`src/rtl/ppe_pkg.sv`:
```
// ppe_pkg: definitions shared by the ppe_stream block and its window adder.
//   - packet field positions of the 33-bit stream word {addr, opcode, data}
//   - opcode values, default input-memory address, controller state type
//   - pack_pkt(): assembles a stream word from its three fields
package ppe_pkg;

   localparam int PKT_W    = 33;
   localparam int ADDR_MSB = 32;
   localparam int ADDR_LSB = 29;
   localparam int OP_MSB   = 28;
   localparam int OP_LSB   = 25;
   localparam int DATA_MSB = 24;

   localparam logic [3:0] OP_WEIGHT = 4'd0;
   localparam logic [3:0] OP_INPUT  = 4'd1;
   localparam logic [3:0] OP_CLEAR  = 4'd2;

   localparam logic [3:0] IMEM_ID_DEF = 4'd10;

   typedef enum logic [1:0] {
      IDLE     = 2'd0,
      COMPUTE  = 2'd1,
      SEND_REQ = 2'd2
   } state_t;

   function automatic logic [PKT_W-1:0] pack_pkt(input logic [3:0]  addr,
                                                  input logic [3:0]  opcode,
                                                  input logic [24:0] data);
      return {addr, opcode, data};
   endfunction

endpackage

```
`src/rtl/ppe_stream_if.sv`:
```
// ppe_stream_if: one valid/ready stream channel carrying 33-bit packets.
//   data  : packet {addr[32:29], opcode[28:25], data[24:0]}
//   valid : producer has a packet on data
//   ready : consumer accepts; a transfer happens when valid & ready at clk rise
//   master modport = producer side, slave modport = consumer side
interface ppe_stream_if;
   import ppe_pkg::*;

   logic [PKT_W-1:0] data;
   logic             valid;
   logic             ready;

   modport master (output data, output valid, input ready);
   modport slave  (input data, input valid, output ready);

endinterface

```
`src/rtl/ppe_window_sum.sv`:
```
// ppe_window_sum: combinational partial sum of one sliding window.
//   bits    : FILTER_SIZE 1-bit inputs of the window (bit w pairs with tap w)
//   weights : one filter row, tap w in weights[w*WEIGHT_WIDTH +: WEIGHT_WIDTH]
//   psum    : signed sum of the taps whose input bit is set
module ppe_window_sum #(
   parameter int FILTER_SIZE  = 5,
   parameter int WEIGHT_WIDTH = 8
) (
   input  logic [FILTER_SIZE-1:0]                             bits,
   input  logic [FILTER_SIZE*WEIGHT_WIDTH-1:0]                weights,
   output logic signed [WEIGHT_WIDTH+$clog2(FILTER_SIZE)-1:0] psum
);

   localparam int PSUM_W = WEIGHT_WIDTH + $clog2(FILTER_SIZE);

   always_comb begin
      psum = '0;
      for (int w = 0; w < FILTER_SIZE; w++) begin
         if (bits[w]) begin
            psum = psum + PSUM_W'($signed(weights[w*WEIGHT_WIDTH +: WEIGHT_WIDTH]));
         end
      end
   end

endmodule

```
`src/rtl/ppe_stream.sv`:
```
// ppe_stream: binary-input convolution PE on a packet stream.
//   clk    : single clock, all state changes on its rising edge
//   rst    : asynchronous active-high reset
//   in_ch  : slave stream; WEIGHT / INPUT / CLEAR packets in
//   out_ch : master stream; psum packets, then one input-memory request
//   err    : sticky protocol-error flag, cleared only by rst
// A loaded INPUT row produces NUM_FILTERS*(IFMAP_SIZE-FILTER_SIZE+1) psums
// (filter-major, window ascending), one per handshake, followed by a request
// packet to IMEM_ID.
module ppe_stream
   import ppe_pkg::*;
#(
   parameter int FILTER_SIZE     = 5,
   parameter int IFMAP_SIZE      = 25,
   parameter int NUM_FILTERS     = 2,
   parameter int WEIGHT_WIDTH    = 8,
   parameter int WEIGHTS_PER_PKT = 3,
   parameter int NUM_DEST        = 5,
   parameter int IMEM_ID         = int'(IMEM_ID_DEF)
) (
   input  logic         clk,
   input  logic         rst,
   ppe_stream_if.slave  in_ch,
   ppe_stream_if.master out_ch,
   output logic         err
);

   localparam int CAP    = NUM_FILTERS * FILTER_SIZE;
   localparam int NWIN   = IFMAP_SIZE - FILTER_SIZE + 1;
   localparam int PSUM_W = WEIGHT_WIDTH + $clog2(FILTER_SIZE);
   localparam int PTR_W  = $clog2(CAP + 1);
   localparam int F_W    = (NUM_FILTERS > 1) ? $clog2(NUM_FILTERS) : 1;
   localparam int J_W    = (NWIN > 1) ? $clog2(NWIN) : 1;
   localparam int D_W    = (NUM_DEST > 1) ? $clog2(NUM_DEST) : 1;

   state_t state, state_nxt;

   logic                           rdy_en;
   logic [PTR_W-1:0]               wptr;
   logic                           loaded;
   logic signed [WEIGHT_WIDTH-1:0] wmem [0:(1<<PTR_W)-1];
   logic [IFMAP_SIZE-1:0]          ifmap;
   logic [F_W-1:0]                 f_cnt;
   logic [J_W-1:0]                 j_cnt;
   logic [D_W-1:0]                 d_cnt;

   logic [3:0]                     in_addr;
   logic [3:0]                     in_op;
   logic [DATA_MSB:0]              in_pay;
   logic                           in_fire, out_fire, last_psum;
   logic                           wr_en, start_row, bad_pkt;
   logic [FILTER_SIZE-1:0]         win;
   logic [FILTER_SIZE*WEIGHT_WIDTH-1:0] wrow;
   logic signed [PSUM_W-1:0]       psum;

   function automatic logic [DATA_MSB:0] sext_psum(input logic signed [PSUM_W-1:0] p);
      return (DATA_MSB+1)'(p);
   endfunction

   assign in_addr   = in_ch.data[ADDR_MSB:ADDR_LSB];
   assign in_op     = in_ch.data[OP_MSB:OP_LSB];
   assign in_pay    = in_ch.data[DATA_MSB:0];
   assign in_fire   = in_ch.valid & in_ch.ready;
   assign out_fire  = out_ch.valid & out_ch.ready;
   assign last_psum = (f_cnt == F_W'(NUM_FILTERS-1)) && (j_cnt == J_W'(NWIN-1));

   assign wr_en     = in_fire && (in_op == OP_WEIGHT) && !loaded;
   assign start_row = in_fire && (in_op == OP_INPUT) && loaded;
   assign bad_pkt   = in_fire && (((in_op == OP_WEIGHT) && loaded) ||
                                  ((in_op == OP_INPUT) && !loaded) ||
                                  ((in_op != OP_WEIGHT) && (in_op != OP_INPUT) &&
                                   (in_op != OP_CLEAR)));

   // controller: state register
   always_ff @(posedge clk or posedge rst) begin
      if (rst) state <= IDLE;
      else     state <= state_nxt;
   end

   // controller: next state and handshake outputs
   always_comb begin
      state_nxt    = state;
      in_ch.ready  = 1'b0;
      out_ch.valid = 1'b0;
      case (state)
         IDLE: begin
            in_ch.ready = rdy_en;
            if (start_row) state_nxt = COMPUTE;
         end
         COMPUTE: begin
            out_ch.valid = 1'b1;
            if (out_fire && last_psum) state_nxt = SEND_REQ;
         end
         SEND_REQ: begin
            out_ch.valid = 1'b1;
            if (out_fire) state_nxt = IDLE;
         end
         default: state_nxt = IDLE;
      endcase
   end

   // control registers: ready enable, weight pointer, row counters, error flag
   always_ff @(posedge clk or posedge rst) begin
      if (rst) begin
         rdy_en <= 1'b0;
         wptr   <= '0;
         loaded <= 1'b0;
         f_cnt  <= '0;
         j_cnt  <= '0;
         d_cnt  <= '0;
         err    <= 1'b0;
      end else begin
         // ready only comes up on the first edge after reset release
         rdy_en <= 1'b1;
         if (bad_pkt) err <= 1'b1;
         if (in_fire && (in_op == OP_CLEAR)) begin
            wptr   <= '0;
            loaded <= 1'b0;
         end else if (wr_en) begin
            if (int'(wptr) + WEIGHTS_PER_PKT >= CAP) begin
               wptr   <= PTR_W'(CAP);
               loaded <= 1'b1;
            end else begin
               wptr <= wptr + PTR_W'(WEIGHTS_PER_PKT);
            end
         end
         if (start_row) begin
            f_cnt <= '0;
            j_cnt <= '0;
            d_cnt <= D_W'(int'(in_addr) % NUM_DEST);
         end else if ((state == COMPUTE) && out_fire) begin
            d_cnt <= (d_cnt == D_W'(NUM_DEST-1)) ? '0 : d_cnt + 1'b1;
            if (j_cnt == J_W'(NWIN-1)) begin
               j_cnt <= '0;
               f_cnt <= last_psum ? '0 : f_cnt + 1'b1;
            end else begin
               j_cnt <= j_cnt + 1'b1;
            end
         end
      end
   end

   // data registers: weight memory and latched input row (no reset needed)
   always_ff @(posedge clk) begin
      if (start_row) ifmap <= in_pay[IFMAP_SIZE-1:0];
      if (wr_en) begin
         for (int k = 0; k < WEIGHTS_PER_PKT; k++) begin
            // taps past capacity in the filling packet are dropped
            if (int'(wptr) + k < CAP) begin
               wmem[PTR_W'(int'(wptr) + k)] <= in_pay[k*WEIGHT_WIDTH +: WEIGHT_WIDTH];
            end
         end
      end
   end

   // window select and weight row gather for the current (filter, window)
   always_comb begin
      win  = FILTER_SIZE'(ifmap >> j_cnt);
      wrow = '0;
      for (int w = 0; w < FILTER_SIZE; w++) begin
         wrow[w*WEIGHT_WIDTH +: WEIGHT_WIDTH] = wmem[PTR_W'(int'(f_cnt)*FILTER_SIZE + w)];
      end
   end

   ppe_window_sum #(
      .FILTER_SIZE  (FILTER_SIZE),
      .WEIGHT_WIDTH (WEIGHT_WIDTH)
   ) u_window_sum (
      .bits    (win),
      .weights (wrow),
      .psum    (psum)
   );

   // output word is a function of held state, so it stays stable under stall
   always_comb begin
      out_ch.data = '0;
      case (state)
         COMPUTE:  out_ch.data = pack_pkt(4'(d_cnt), OP_WEIGHT, sext_psum(psum));
         SEND_REQ: out_ch.data = pack_pkt(4'(IMEM_ID), 4'd0, '0);
         default:  out_ch.data = '0;
      endcase
   end

endmodule

```
`src/flat_wrapper.sv`:
```
// flat-port wrapper written by rule: the top's interface ports become plain ports
module ppe_stream_flat import ppe_pkg::*;
#(
   parameter int FILTER_SIZE     = 5,
   parameter int IFMAP_SIZE      = 25,
   parameter int NUM_FILTERS     = 2,
   parameter int WEIGHT_WIDTH    = 8,
   parameter int WEIGHTS_PER_PKT = 3,
   parameter int NUM_DEST        = 5,
   parameter int IMEM_ID         = int'(IMEM_ID_DEF)
)
  (clk, rst, err, in_ch_data, in_ch_valid, in_ch_ready, out_ch_data, out_ch_valid, out_ch_ready);
  ppe_stream_if in_ch_i ();
  ppe_stream_if out_ch_i ();
  input  logic clk;
  input  logic rst;
  output logic err;
  input wire logic [$bits(in_ch_i.data)-1:0] in_ch_data;
  input wire logic [$bits(in_ch_i.valid)-1:0] in_ch_valid;
  output wire logic [$bits(in_ch_i.ready)-1:0] in_ch_ready;
  output wire logic [$bits(out_ch_i.data)-1:0] out_ch_data;
  output wire logic [$bits(out_ch_i.valid)-1:0] out_ch_valid;
  input wire logic [$bits(out_ch_i.ready)-1:0] out_ch_ready;
  assign in_ch_i.data = in_ch_data;
  assign in_ch_i.valid = in_ch_valid;
  assign in_ch_ready = in_ch_i.ready;
  assign out_ch_data = out_ch_i.data;
  assign out_ch_valid = out_ch_i.valid;
  assign out_ch_i.ready = out_ch_ready;
  ppe_stream #(.FILTER_SIZE(FILTER_SIZE), .IFMAP_SIZE(IFMAP_SIZE), .NUM_FILTERS(NUM_FILTERS), .WEIGHT_WIDTH(WEIGHT_WIDTH), .WEIGHTS_PER_PKT(WEIGHTS_PER_PKT), .NUM_DEST(NUM_DEST), .IMEM_ID(IMEM_ID)) u_core (.clk(clk), .rst(rst), .in_ch(in_ch_i), .out_ch(out_ch_i), .err(err));
endmodule
```
`config.mk`:
```
export PLATFORM = sky130hd
export DESIGN_NAME = ppe_stream_flat
export DESIGN_NICKNAME = d
export VERILOG_FILES = /design/src/rtl/ppe_pkg.sv /design/src/rtl/ppe_stream_if.sv /design/src/rtl/ppe_window_sum.sv /design/src/rtl/ppe_stream.sv /design/src/flat_wrapper.sv
export SDC_FILE = /design/constraint.sdc
export NUM_CORES = 1
export LEC_CHECK = 0
export ABC_CLOCK_PERIOD_IN_PS = 21800
export BUFFER_PORTS_ARGS = -buffer_cell sky130_fd_sc_hd__buf_4
export CORE_MARGIN = 2
export CORE_UTILIZATION = 55
export DETAILED_ROUTE_END_ITERATION = 6
export PLACE_DENSITY_LB_ADDON = 0.1
export SETUP_SLACK_MARGIN = 0.02
export SLEW_MARGIN = 10
export SYNTH_ARGS = -nofsm -noshare
export SYNTH_HDL_FRONTEND = slang
export SYNTH_SLANG_ARGS = --single-unit
export TNS_END_PERCENT = 30
```
`constraint.sdc`:
```
create_clock -name clk -period 21.8 [get_ports clk]
set_clock_uncertainty 0.15 [all_clocks]
set_input_delay 4.36 -clock clk [delete_from_list [all_inputs] [get_ports clk]]
set_output_delay 4.36 -clock clk [all_outputs]
set_load 0.005 [all_outputs]
```
== Yosys cells after proc, flatten, opt, wreduce, memory -nomap -nowiden ==
Memory sizes are Yosys's and may differ from the RTL's.
Cells that the tools add are included.

* Divide/modulo/power cells: 1
* Bitwise operators: 2
* Shift operators: 1
* Multiply operators: 1
* Mux-type cells: 37
* $add $sub $neg: 15
* Reduce and logical (&&, ||, !) cells: 27
* Equality and inequality tests: 11
* Magnitude comparators: 4

{| class="wikitable"
|+ Operators by type and width
! cell !! number
|-
| 33-bit one-hot mux with 2 select lines || 1
|-
| 32-bit by 5-bit less-than comparator with 1-bit output, second input constant || 2
|-
| 11-bit 2-to-1 mux || 5
|-
| 11-bit by 8-bit adder with 11-bit output || 4
|-
| 32-bit by 5-bit greater-or-equal comparator with 1-bit output, second input constant || 1
|-
| 5-bit by 4-bit remainder unit with 32-bit output, second input constant || 1
|-
| 25-bit by 5-bit >> shifter with 5-bit output || 1
|-
| 1-bit 2-to-1 mux || 18
|-
| 5-bit 2-to-1 mux || 3
|-
| 1-bit logical AND || 13
|-
| 4-bit 2-to-1 mux || 3
|-
| 4-bit by 2-bit adder with 5-bit output, second input constant || 2
|-
| 3-bit 2-to-1 mux || 3
|-
| 4-bit by 2-bit adder with 4-bit output, second input constant || 2
|-
| 4-bit by 3-bit adder with 4-bit output, second input constant || 2
|-
| 2-bit nonzero test || 4
|-
| 2-bit 2-to-1 mux || 3
|-
| 2-bit by 1-bit != test with 1-bit output, second input constant || 3
|-
| 2-bit one-hot mux with 3 select lines || 1
|-
| 4-bit by 1-bit adder with 5-bit output, second input constant || 1
|-
| 5-bit by 1-bit adder with 5-bit output, second input constant || 1
|-
| 5-bit == test, second input constant || 1
|-
| 4-bit adder, second input constant || 1
|-
| 4-bit by 1-bit == test with 1-bit output, second input constant || 1
|-
| other kinds (19) || 22
|}

* Memories kept: 1
* Input port bits: 37
* Word-level logic and storage cells: 109
* Output and inout bits: 36
* Register bits: 43
* Memory bits (writable): 128

{| class="wikitable"
|+ Memory list
! memory !! words !! width !! rd ports !! clocked after Yosys merged registers in !! write ports !! RTL line !! source
|-
| u_core.wmem || 16 || 8 || 5 || 0 || 3 || ppe_stream.sv:41 || <nowiki>logic signed [WEIGHT_WIDTH-1:0] wmem [0:(1<<PTR_W)-1];</nowiki>
|}

== Longest topological paths before layout ==
Gate-level depths: netlist of run 1.
An unclocked memory read counts as a cell.

* Depth in word-level cells: 12
* Mapped depth: 38
* Depth with buffers taken out: 33

== By module ==
From an unflattened synthesis of run 1, not the netlist that was laid out.

* Cell total of the unflattened synthesis: 1126
* Area total of the unflattened synthesis: 10611.4 um^2

{| class="wikitable"
|+ By module, submodules not included
! module !! sequential area each (um^2) !! area each (um^2) !! times used !! cells an instance
|-
| ppe_stream || 3603.5 || 8359.3 || 1 || 812
|-
| ppe_window_sum || 0.0 || 2252.2 || 1 || 314
|}

== Worst setup path after synthesis of run 1 ==
Ideal clock, no wire load.

* Kind: reg2out
* From: register u_core.j_cnt[0]
* To: output out_ch_data[11]
* Arrival: 8.360 ns
* Path slack: 8.930 ns
* Data required time: 17.290 ns
* Stages on the path, launching flop included: 37
* Buffers on the path: 4
* Path through: dfrtp_1 buf_2 mux4_2 nor3b_1 a311oi_2 or2_1 buf_2 nor2_1 ha_1 a21o_1 a211o_1 a21oi_1 xnor2_1 mux2_4 ha_1 or2_2 a21oi_1 inv_1 a31o_2 a21oi_1 xnor2_1 mux2_2 ha_1 mux2i_1 o311ai_0 o31a_1 a221o_1 ha_1 buf_1 o21ai_0 a21oi_1 a21oi_1 a2111oi_0 xor2_1 xnor3_1 nor2_1 buf_4

* Longest elaborated chain between the ends: 11

{| class="wikitable"
|+ RTL lines
! item !! RTL line !! source
|-
| start: declaration || ppe_stream.sv:44 || <nowiki>logic [J_W-1:0] j_cnt;</nowiki>
|-
| start signal: assignment || ppe_stream.sv:137 || <nowiki>j_cnt <= j_cnt + 1'b1;</nowiki>
|-
| 25-bit by 5-bit >> shifter with 5-bit output * || ppe_stream.sv:158 || <nowiki>win = FILTER_SIZE'(ifmap >> j_cnt);</nowiki>
|-
| 11-bit 2-to-1 mux || ppe_window_sum.sv:19 || <nowiki>if (bits[w]) begin</nowiki>
|-
| 11-bit by 8-bit adder with 11-bit output || ppe_window_sum.sv:20 || <nowiki>psum = psum + PSUM_W'($signed(weights[w*WEIGHT_WIDTH +: WEIGHT_WIDTH]));</nowiki>
|-
| 11-bit 2-to-1 mux || ppe_window_sum.sv:19 ||
|-
| 11-bit by 8-bit adder with 11-bit output || ppe_window_sum.sv:20 ||
|-
| 11-bit 2-to-1 mux || ppe_window_sum.sv:19 ||
|-
| 11-bit by 8-bit adder with 11-bit output || ppe_window_sum.sv:20 ||
|-
| 11-bit 2-to-1 mux || ppe_window_sum.sv:19 ||
|-
| 11-bit by 8-bit adder with 11-bit output || ppe_window_sum.sv:20 ||
|-
| 11-bit 2-to-1 mux * || ppe_window_sum.sv:19 ||
|-
| 33-bit one-hot mux with 2 select lines * || ppe_stream.sv:177 || <nowiki>case (state)</nowiki>
|-
| end: declaration || flat_wrapper.sv:21 || <nowiki>output wire logic [$bits(out_ch_i.data)-1:0] out_ch_data;</nowiki>
|}

Every way passes the cells marked *; elsewhere a longest branch is shown, timed or not.

== Worst setup path after layout of run 1 ==
* From: register u_core.j_cnt[2]
* To: output out_ch_data[19]

The elaborated chain is that of the path after synthesis.

==> impl_metrics.ini, run 1 <==
[power_and_ir_drop]
p_clk_frac = 0.156
combPwrFrac = 0.699
p_total_mw = 2.021
pwr-share-seq = 0.145
peakVddDrop_v = 0.0001327
switching_share = 0.4337
p_leak_nw = 4.916
powerDensity_nw_per_um2 = 178.5
p_switching_mw = 0.8766
p_int_mw = 1.145

[status]
status = completed

[clock_network]
cts_buffers = 17
ctsHoldBuffers = 0
h-tree-depth = 4
cts_sinks = 123
postCtsSetupBuffers = 0
clock_tree.root_cell = clkbuf_16
ctsLongestPathBuffers = 2
ctsResizeCount = 0
clk_latency_ns = 0.42
clk_pin_slew_ns = 0.06
cts_tree = yes

[drt]
drtPass1Iterations = 5
wl_met1_um = 12100
drc = 0
wl_per_cell_um = 20.84
dr.first_iter.drc_count = 798
wl_met3_um = 2302
top_layer_used = met4
vias_per_cell = 6.222
route.met2.wl_um = 12540
num_vias = 8170
routed_wl_um = 27360
antenna_left = 0

[grt]
grt_pass1_wl_um = 43600
grt_overflow_total = 0
grt_pass1_vias = 7660
grt_antenna_before_repair = 0
grt_max_degree = 43
gr-usage-all-layers = 0.2869

[floorplan]
dieArea_um2 = 19810
die_h_um = 140.8
num_rows = 50
fp.coreArea_um2 = 18520
die_w_um = 140.8
pin_count = 73
initial_core_util = 0.5555

[worst_setup_path]
worstPathRequired_ns = 17.29
path_class = register to primary output
cp_max_fo = 25
crit_family = compound AO/OA/AOI/OAI gates
worst_setup_path_end_kind = primary output
cpMostUsedCell = a21oi_1
worst_ep_arrival_time_ns = 9.74
path_buf_inv = 2
crit_path_start = u_core.j_cnt[2]$_DFFE_PP0P_
r2r_start = u_core.state[0]$_DFFE_PP0P_
slowest_stage = dfrtp_1
cpPeakStageDelay_ns = 1.00
start_kind = register

[timing]
hold_ws_ns = 0.3352
hold_violations = 0
setup_ws_ns = 7.552
finalSetupTns_ns = 0
maxSlewViolCount = 0
worstMarginPinSlew_ns = 0.9923
rsz0062_at_grt = no
clock.fmax_mhz = 70.19
min_period_over_period = 0.6536
slew_headroom = 0.3385
period_needed_ns = 14.25
setup_violations = 0

[synth]
syn_area_um2 = 10290
synth-edff-count = 105
ys_ff_latch = 123
synth_top_cell_by_area = edfxtp_1
syn_avg_cell_area_um2 = 9.640
synth_cell_types = 70
postSynthCellCount = 1067
synthArstFlopShare = 0.1463
ys_warn_count = 0
yosys.area.top_type_share = 0.3065
ys_top_cells_by_area = edfxtp_1 31%, mux2i_1 9.8%, ha_1 7.4%
synthFlopType = edfxtp_1
ys_seq_area_frac = 0.3503

[placement]
post-place-cells = 1281
place_hpwl_um = 19300
pre_cts_ws_ns = 8.023
portBuffers = 68
place.gp.congestion = 0.8629

[final_layout]
seqCellArea_um2 = 3605
antennaDiodeCount = 0
nets = 1168
syn2layout_area_growth_pct = 10.11
multiInputGateArea_um2 = 6103
layout-drive-gt1-share = 0.1715
n_fill_cell = 1586
fin_cells = 1313

[worst_hold_path]
hold_path.startpoint = u_core.err$_DFFE_PP0P_
hp-class = register to register

[run]
max-cap-violations = 0
==> power by group through the flow <==
stage	clock [mW]	combinational [mW]	sequential (mW)
finish	0.314	1.41	0.294
CTS	0.316	1.41	0.293
global route	0.328	1.59	0.297
floorplan	0	1.16	0.281
global placement	0	1.39	0.298
detailed placement	0	1.41	0.298
==> worst paths after layout <==
path / slack [ns] / cells past startpoint / to
min in group asynchronous: 3.97 / 2 / u_core.rdy_en$_DFF_PP0_
setup / recovery: 7.55 / 33 / out_ch_data[19]
setup reg to reg: 18.07 / 8 / u_core.wmem[3][5]$_DFFE_PP_
hold / removal: 0.34 / 1 / u_core.err$_DFFE_PP0P_
max in group asynchronous: 16.95 / 2 / u_core.f_cnt$_DFFE_PP0P_
hold reg to reg: 0.34 / 1 / u_core.err$_DFFE_PP0P_
==> layout make-up <==
type / instances / share of cell area
clock buffers: 17 / 0.03756
well taps: 234 / 0.02585
multi-input cells: 816 / 0.5389
inverters: 35 / 0.01160
repair buffers: 73 / 0.04839
clock inverters: 15 / 0.01944
flip-flops and latches: 123 / 0.3183
==> layer usage <==
metal | up-vias | track usage
met3 | 33 | 0.06692
li1 | 3895 | -
met2 | 336 | 0.4560
met1 | 3906 | 0.4043
met4 | 0 | 0.06211
met5 | - | 0
==> stage by stage <==
| step | cell area, µm² | utilization |
|---|---|---|
| final | 11330 | 0.6116 |
| after global routing | 11330 | 0.6116 |
| after CTS | 11330 | 0.6116 |
| after detailed placement | 10680 | 0.5768 |
| after global placement | 10680 | 0.5768 |
| after floorplan | 10300 | - |
==> kinds of logic (layout without fill, tap and decap cells) <==
| logic type | count (synthesis) | after routing | share of synthesized area |
|---|---|---|---|
| AND/OR/NAND/NOR | 299 | 299 | 0.1319 |
| AO/OA/AOI/OAI | 243 | 243 | 0.1471 |
| multiplexers | 172 | 172 | 0.2016 |
| buffers and inverters | 131 | 140 | 0.05790 |
| flip-flops | 123 | 123 | 0.3503 |
| adder cells (fa/ha/maj) | 65 | 65 | 0.08199 |
| XOR/XNOR | 32 | 32 | 0.02859 |
| other | 2 | 5 | 0.0007301 |
==> registers in the layout, indices dropped and copies added, names as in the netlist <==
register       cells
u_core.wptr        4
u_core.d_cnt       3
u_core.f_cnt       1
u_core.wmem       80
u_core.ifmap      25
u_core.err         1
u_core.state       2
u_core.rdy_en      1
u_core.j_cnt       5
u_core.loaded      1
==> cell usage in the layout, fill, tap and decap left out, types with 5 or more instances in the layout <==
cell type / synthesis / final
clkbuf_16: 0 / 17
o21ai_0: 61 / 61
o211ai_1: 7 / 7
xor2_1: 11 / 11
nor3_1: 27 / 26
bufinv_16: 0 / 5
a21o_1: 15 / 15
a21oi_1: 92 / 92
mux2i_1: 101 / 101
nand3_1: 14 / 14
mux4_2: 23 / 23
a221o_1: 7 / 7
ha_1: 61 / 61
buf_4: 21 / 73
xnor2_1: 20 / 20
nand2_1: 98 / 98
nand3b_1: 5 / 5
a211oi_1: 8 / 8
nor2_1: 98 / 98
and3_1: 7 / 7
nand2b_1: 5 / 5
and2_1: 11 / 11
o21a_1: 6 / 6
or2_2: 5 / 5
inv_1: 34 / 34
dfrtp_1: 18 / 17
edfxtp_1: 105 / 105
mux2_2: 47 / 47
nor2b_1: 6 / 6
o31ai_1: 6 / 6
conb_1: 2 / 5
==> cells in the mapped netlist (all sizes together) (5+ instances only) <==
| cell type | count |
|---|---|
| a221o | 7 |
| nand3b | 5 |
| buf | 37 |
| nand2 | 98 |
| o31ai | 6 |
| nand2b | 5 |
| mux4 | 23 |
| nor2 | 98 |
| nor3 | 27 |
| or2 | 6 |
| o21a | 6 |
| a21o | 15 |
| ha | 61 |
| xnor2 | 20 |
| a211oi | 8 |
| mux2i | 101 |
| nor2b | 6 |
| dfrtp | 18 |
| clkbuf | 59 |
| edfxtp | 105 |
| a21oi | 93 |
| nand3 | 14 |
| and3 | 7 |
| mux2 | 48 |
| inv | 34 |
| o21ai | 62 |
| o211ai | 7 |
| xor2 | 11 |
| and2 | 11 |
No activity file was read; power rests on OpenSTA's default activity.
==> run 2, diff against run 1 <==
--- a/config.mk
+++ b/config.mk
@@ -5,7 +5,8 @@
 export SDC_FILE = /design/constraint.sdc
 export NUM_CORES = 1
 export LEC_CHECK = 0
-export ABC_CLOCK_PERIOD_IN_PS = 21800
+export ABC_AREA = 1
+export ABC_CLOCK_PERIOD_IN_PS = 11890
 export BUFFER_PORTS_ARGS = -buffer_cell sky130_fd_sc_hd__buf_4
 export CORE_MARGIN = 2
 export CORE_UTILIZATION = 55
==> constraint.sdc (replaced) <==
create_clock -name clk -period 11.89 [get_ports clk]
set_clock_uncertainty 0.15 [all_clocks]
set_input_delay 2.378 -clock clk [delete_from_list [all_inputs] [get_ports clk]]
set_output_delay 2.378 -clock clk [all_outputs]
set_load 0.005 [all_outputs]
==> run 2 against run 1 <==
Against the previous run: sequential share of layout area down 0.94 points; synthesized area up 4.7%; critical endpoint is now out_ch_data[24]; wire length up 9.9%.
==> impl_metrics.ini, run 2 <==
[final_layout]
layout-drive-gt1-share = 0.1231
largest_register_ff_count = 80
final_cell_mix = 446 x nand2_1, 137 x inv_1, 105 x edfxtp_1
syn2layout_area_growth_pct = 8.304
fin_cells = 1719
nets = 1543
n_fill_cell = 1807
layout.cells.most_common = nand2_1
top_regs = u_core.wmem x80, u_core.ifmap x25, u_core.j_cnt x5
largest_register = u_core.wmem
antennaDiodeCount = 0

[placement]
place.gp.congestion = 0.9506
portBuffers = 68
pre_cts_ws_ns = 1.569
place_hpwl_um = 22590
post-place-cells = 1687

[status]
status = completed

[drt]
dr.first_iter.drc_count = 938
routed_wl_um = 30070
drc = 0
antenna_left = 0
num_vias = 9841
vias_per_cell = 5.725
drtPass1Iterations = 5
wl_per_cell_um = 17.49

[worst_hold_path]
hp-class = register to register

[worst_setup_path]
cp_max_fo = 29
start_kind = register
worst_ep_arrival_time_ns = 8.28
worst_setup_path_end_kind = primary output
cpMostUsedCell = nand2_1
worstPathRequired_ns = 9.36
path_class = register to primary output
cpPeakStageDelay_ns = 0.91
slowest_stage = dfrtp_1

[synth]
synthFlopType = edfxtp_1
postSynthCellCount = 1425
yosysMostFrequentCell = nand2_1
syn_area_um2 = 10770
synth_cell_types = 60
syn_avg_cell_area_um2 = 7.560
synth-edff-count = 105
ys_warn_count = 0
yosys.area.top_type_share = 0.2927
ys_seq_area_frac = 0.3345
ys_top_cells_by_area = edfxtp_1 29%, nand2_1 16%, ha_1 7.1%
synthArstFlopShare = 0.1463
ys_ff_latch = 123
synth_common_cells = 446 x nand2_1, 137 x inv_1, 105 x edfxtp_1
synth_top_cell_by_area = edfxtp_1

[timing]
period_needed_ns = 10.81
maxSlewViolCount = 0
clock.fmax_mhz = 92.50
min_period_over_period = 0.9092
setup_violations = 0
rsz0062_at_grt = no
slew_headroom = 0.3718
hold_violations = 0
finalSetupTns_ns = 0
worstMarginPinSlew_ns = 0.9381
setup_ws_ns = 1.079

[clock_network]
ctsResizeCount = 0
clk_pin_slew_ns = 0.06
clk_latency_ns = 0.42
cts_sinks = 123
postCtsSetupBuffers = 0
clock_tree.root_cell = clkbuf_16
h-tree-depth = 4
ctsLongestPathBuffers = 2
cts_tree = yes
ctsHoldBuffers = 0
cts_buffers = 17

[grt]
grt_antenna_before_repair = 0
gr-usage-all-layers = 0.2983
grt_overflow_total = 0
grt_pass1_wl_um = 46910
grt_max_degree = 44
grt_pass1_vias = 8729

[floorplan]
initial_core_util = 0.5572
pin_count = 73
die_h_um = 144.0
fp.coreArea_um2 = 19330
die_w_um = 144.0
dieArea_um2 = 20720
num_rows = 51

[run]
max-cap-violations = 0
run 2: worst max-delay path: cells and delay by family (launching register included):
kind	cells	cell delay, ns
buffers and inverters	7	0.76
AND/OR/NAND/NOR	25	2.84
AO/OA/AOI/OAI	8	1.41
adder cells (fa/ha/maj)	5	1.58
XOR/XNOR	2	0.36
flip-flops	1	0.91
run 2: cell families (layout without fill, tap and decap cells):
| family | Yosys count | in the layout | share of synthesized area |
|---|---|---|---|
| buf+inv | 235 | 261 | 0.1115 |
| other cells | 2 | 5 | 0.0006971 |
| xor+xnor | 25 | 25 | 0.02033 |
| flops | 123 | 123 | 0.3345 |
| simple gates | 675 | 675 | 0.2828 |
| compound gates | 300 | 300 | 0.1719 |
| fa+ha+maj | 65 | 65 | 0.07828 |
run 2: layout make-up:
type / count / area [µm²] / share of cell area
multi-input cells: 1070 / 5982 / 0.5127
flip-flops and latches: 123 / 3603 / 0.3088
well taps: 265 / 331.6 / 0.02842
repair buffers: 73 / 548.0 / 0.04697
inverters: 156 / 590.6 / 0.05062
clock inverters: 14 / 172.7 / 0.01480
clock buffers: 18 / 439.2 / 0.03764
run 2: final timing paths:
path                                             startpoint                     endpoint  slack (ns)  depth (start not counted)
worst max-delay path            u_core.j_cnt[0]$_DFFE_PP0P_              out_ch_data[24]        1.08                         47
worst min-delay path                 u_core.err$_DFFE_PP0P_       u_core.err$_DFFE_PP0P_        0.34                          1
worst max register to register   u_core.wptr[1]$_DFFE_PP0P_  u_core.wmem[2][4]$_DFFE_PP_        8.19                          6
worst min register to register       u_core.err$_DFFE_PP0P_       u_core.err$_DFFE_PP0P_        0.34                          1
max in group asynchronous                               rst  u_core.j_cnt[2]$_DFFE_PP0P_        9.16                          2
min in group asynchronous                               rst      u_core.rdy_en$_DFF_PP0_        1.95                          2
run 2: per-layer routing:
metal / up-vias / routed length, µm / track usage
met5: - / 0 / 0
met4: 0 / 708 / 0.08462
met3: 59 / 2389 / 0.05731
met2: 431 / 13670 / 0.4687
met1: 4510 / 13300 / 0.4209
li1: 4841 / - / -
run 2: metrics by stage:
| step | utilization | instance area [µm²] | hold WS, ns |
|---|---|---|---|
| floorplan | - | 10780 | 0.3163 |
| global placement | 0.5718 | 11060 | 0.3269 |
| detailed placement | 0.5718 | 11060 | 0.3225 |
| CTS | 0.6034 | 11670 | 0.3496 |
| global route | 0.6034 | 11670 | 0.3842 |
| finish | 0.6034 | 11670 | 0.3400 |
Power of run 2 is left out: the tool's default activity adds up to more than one toggle a clock period on the data nets, which glitch-free logic cannot reach.
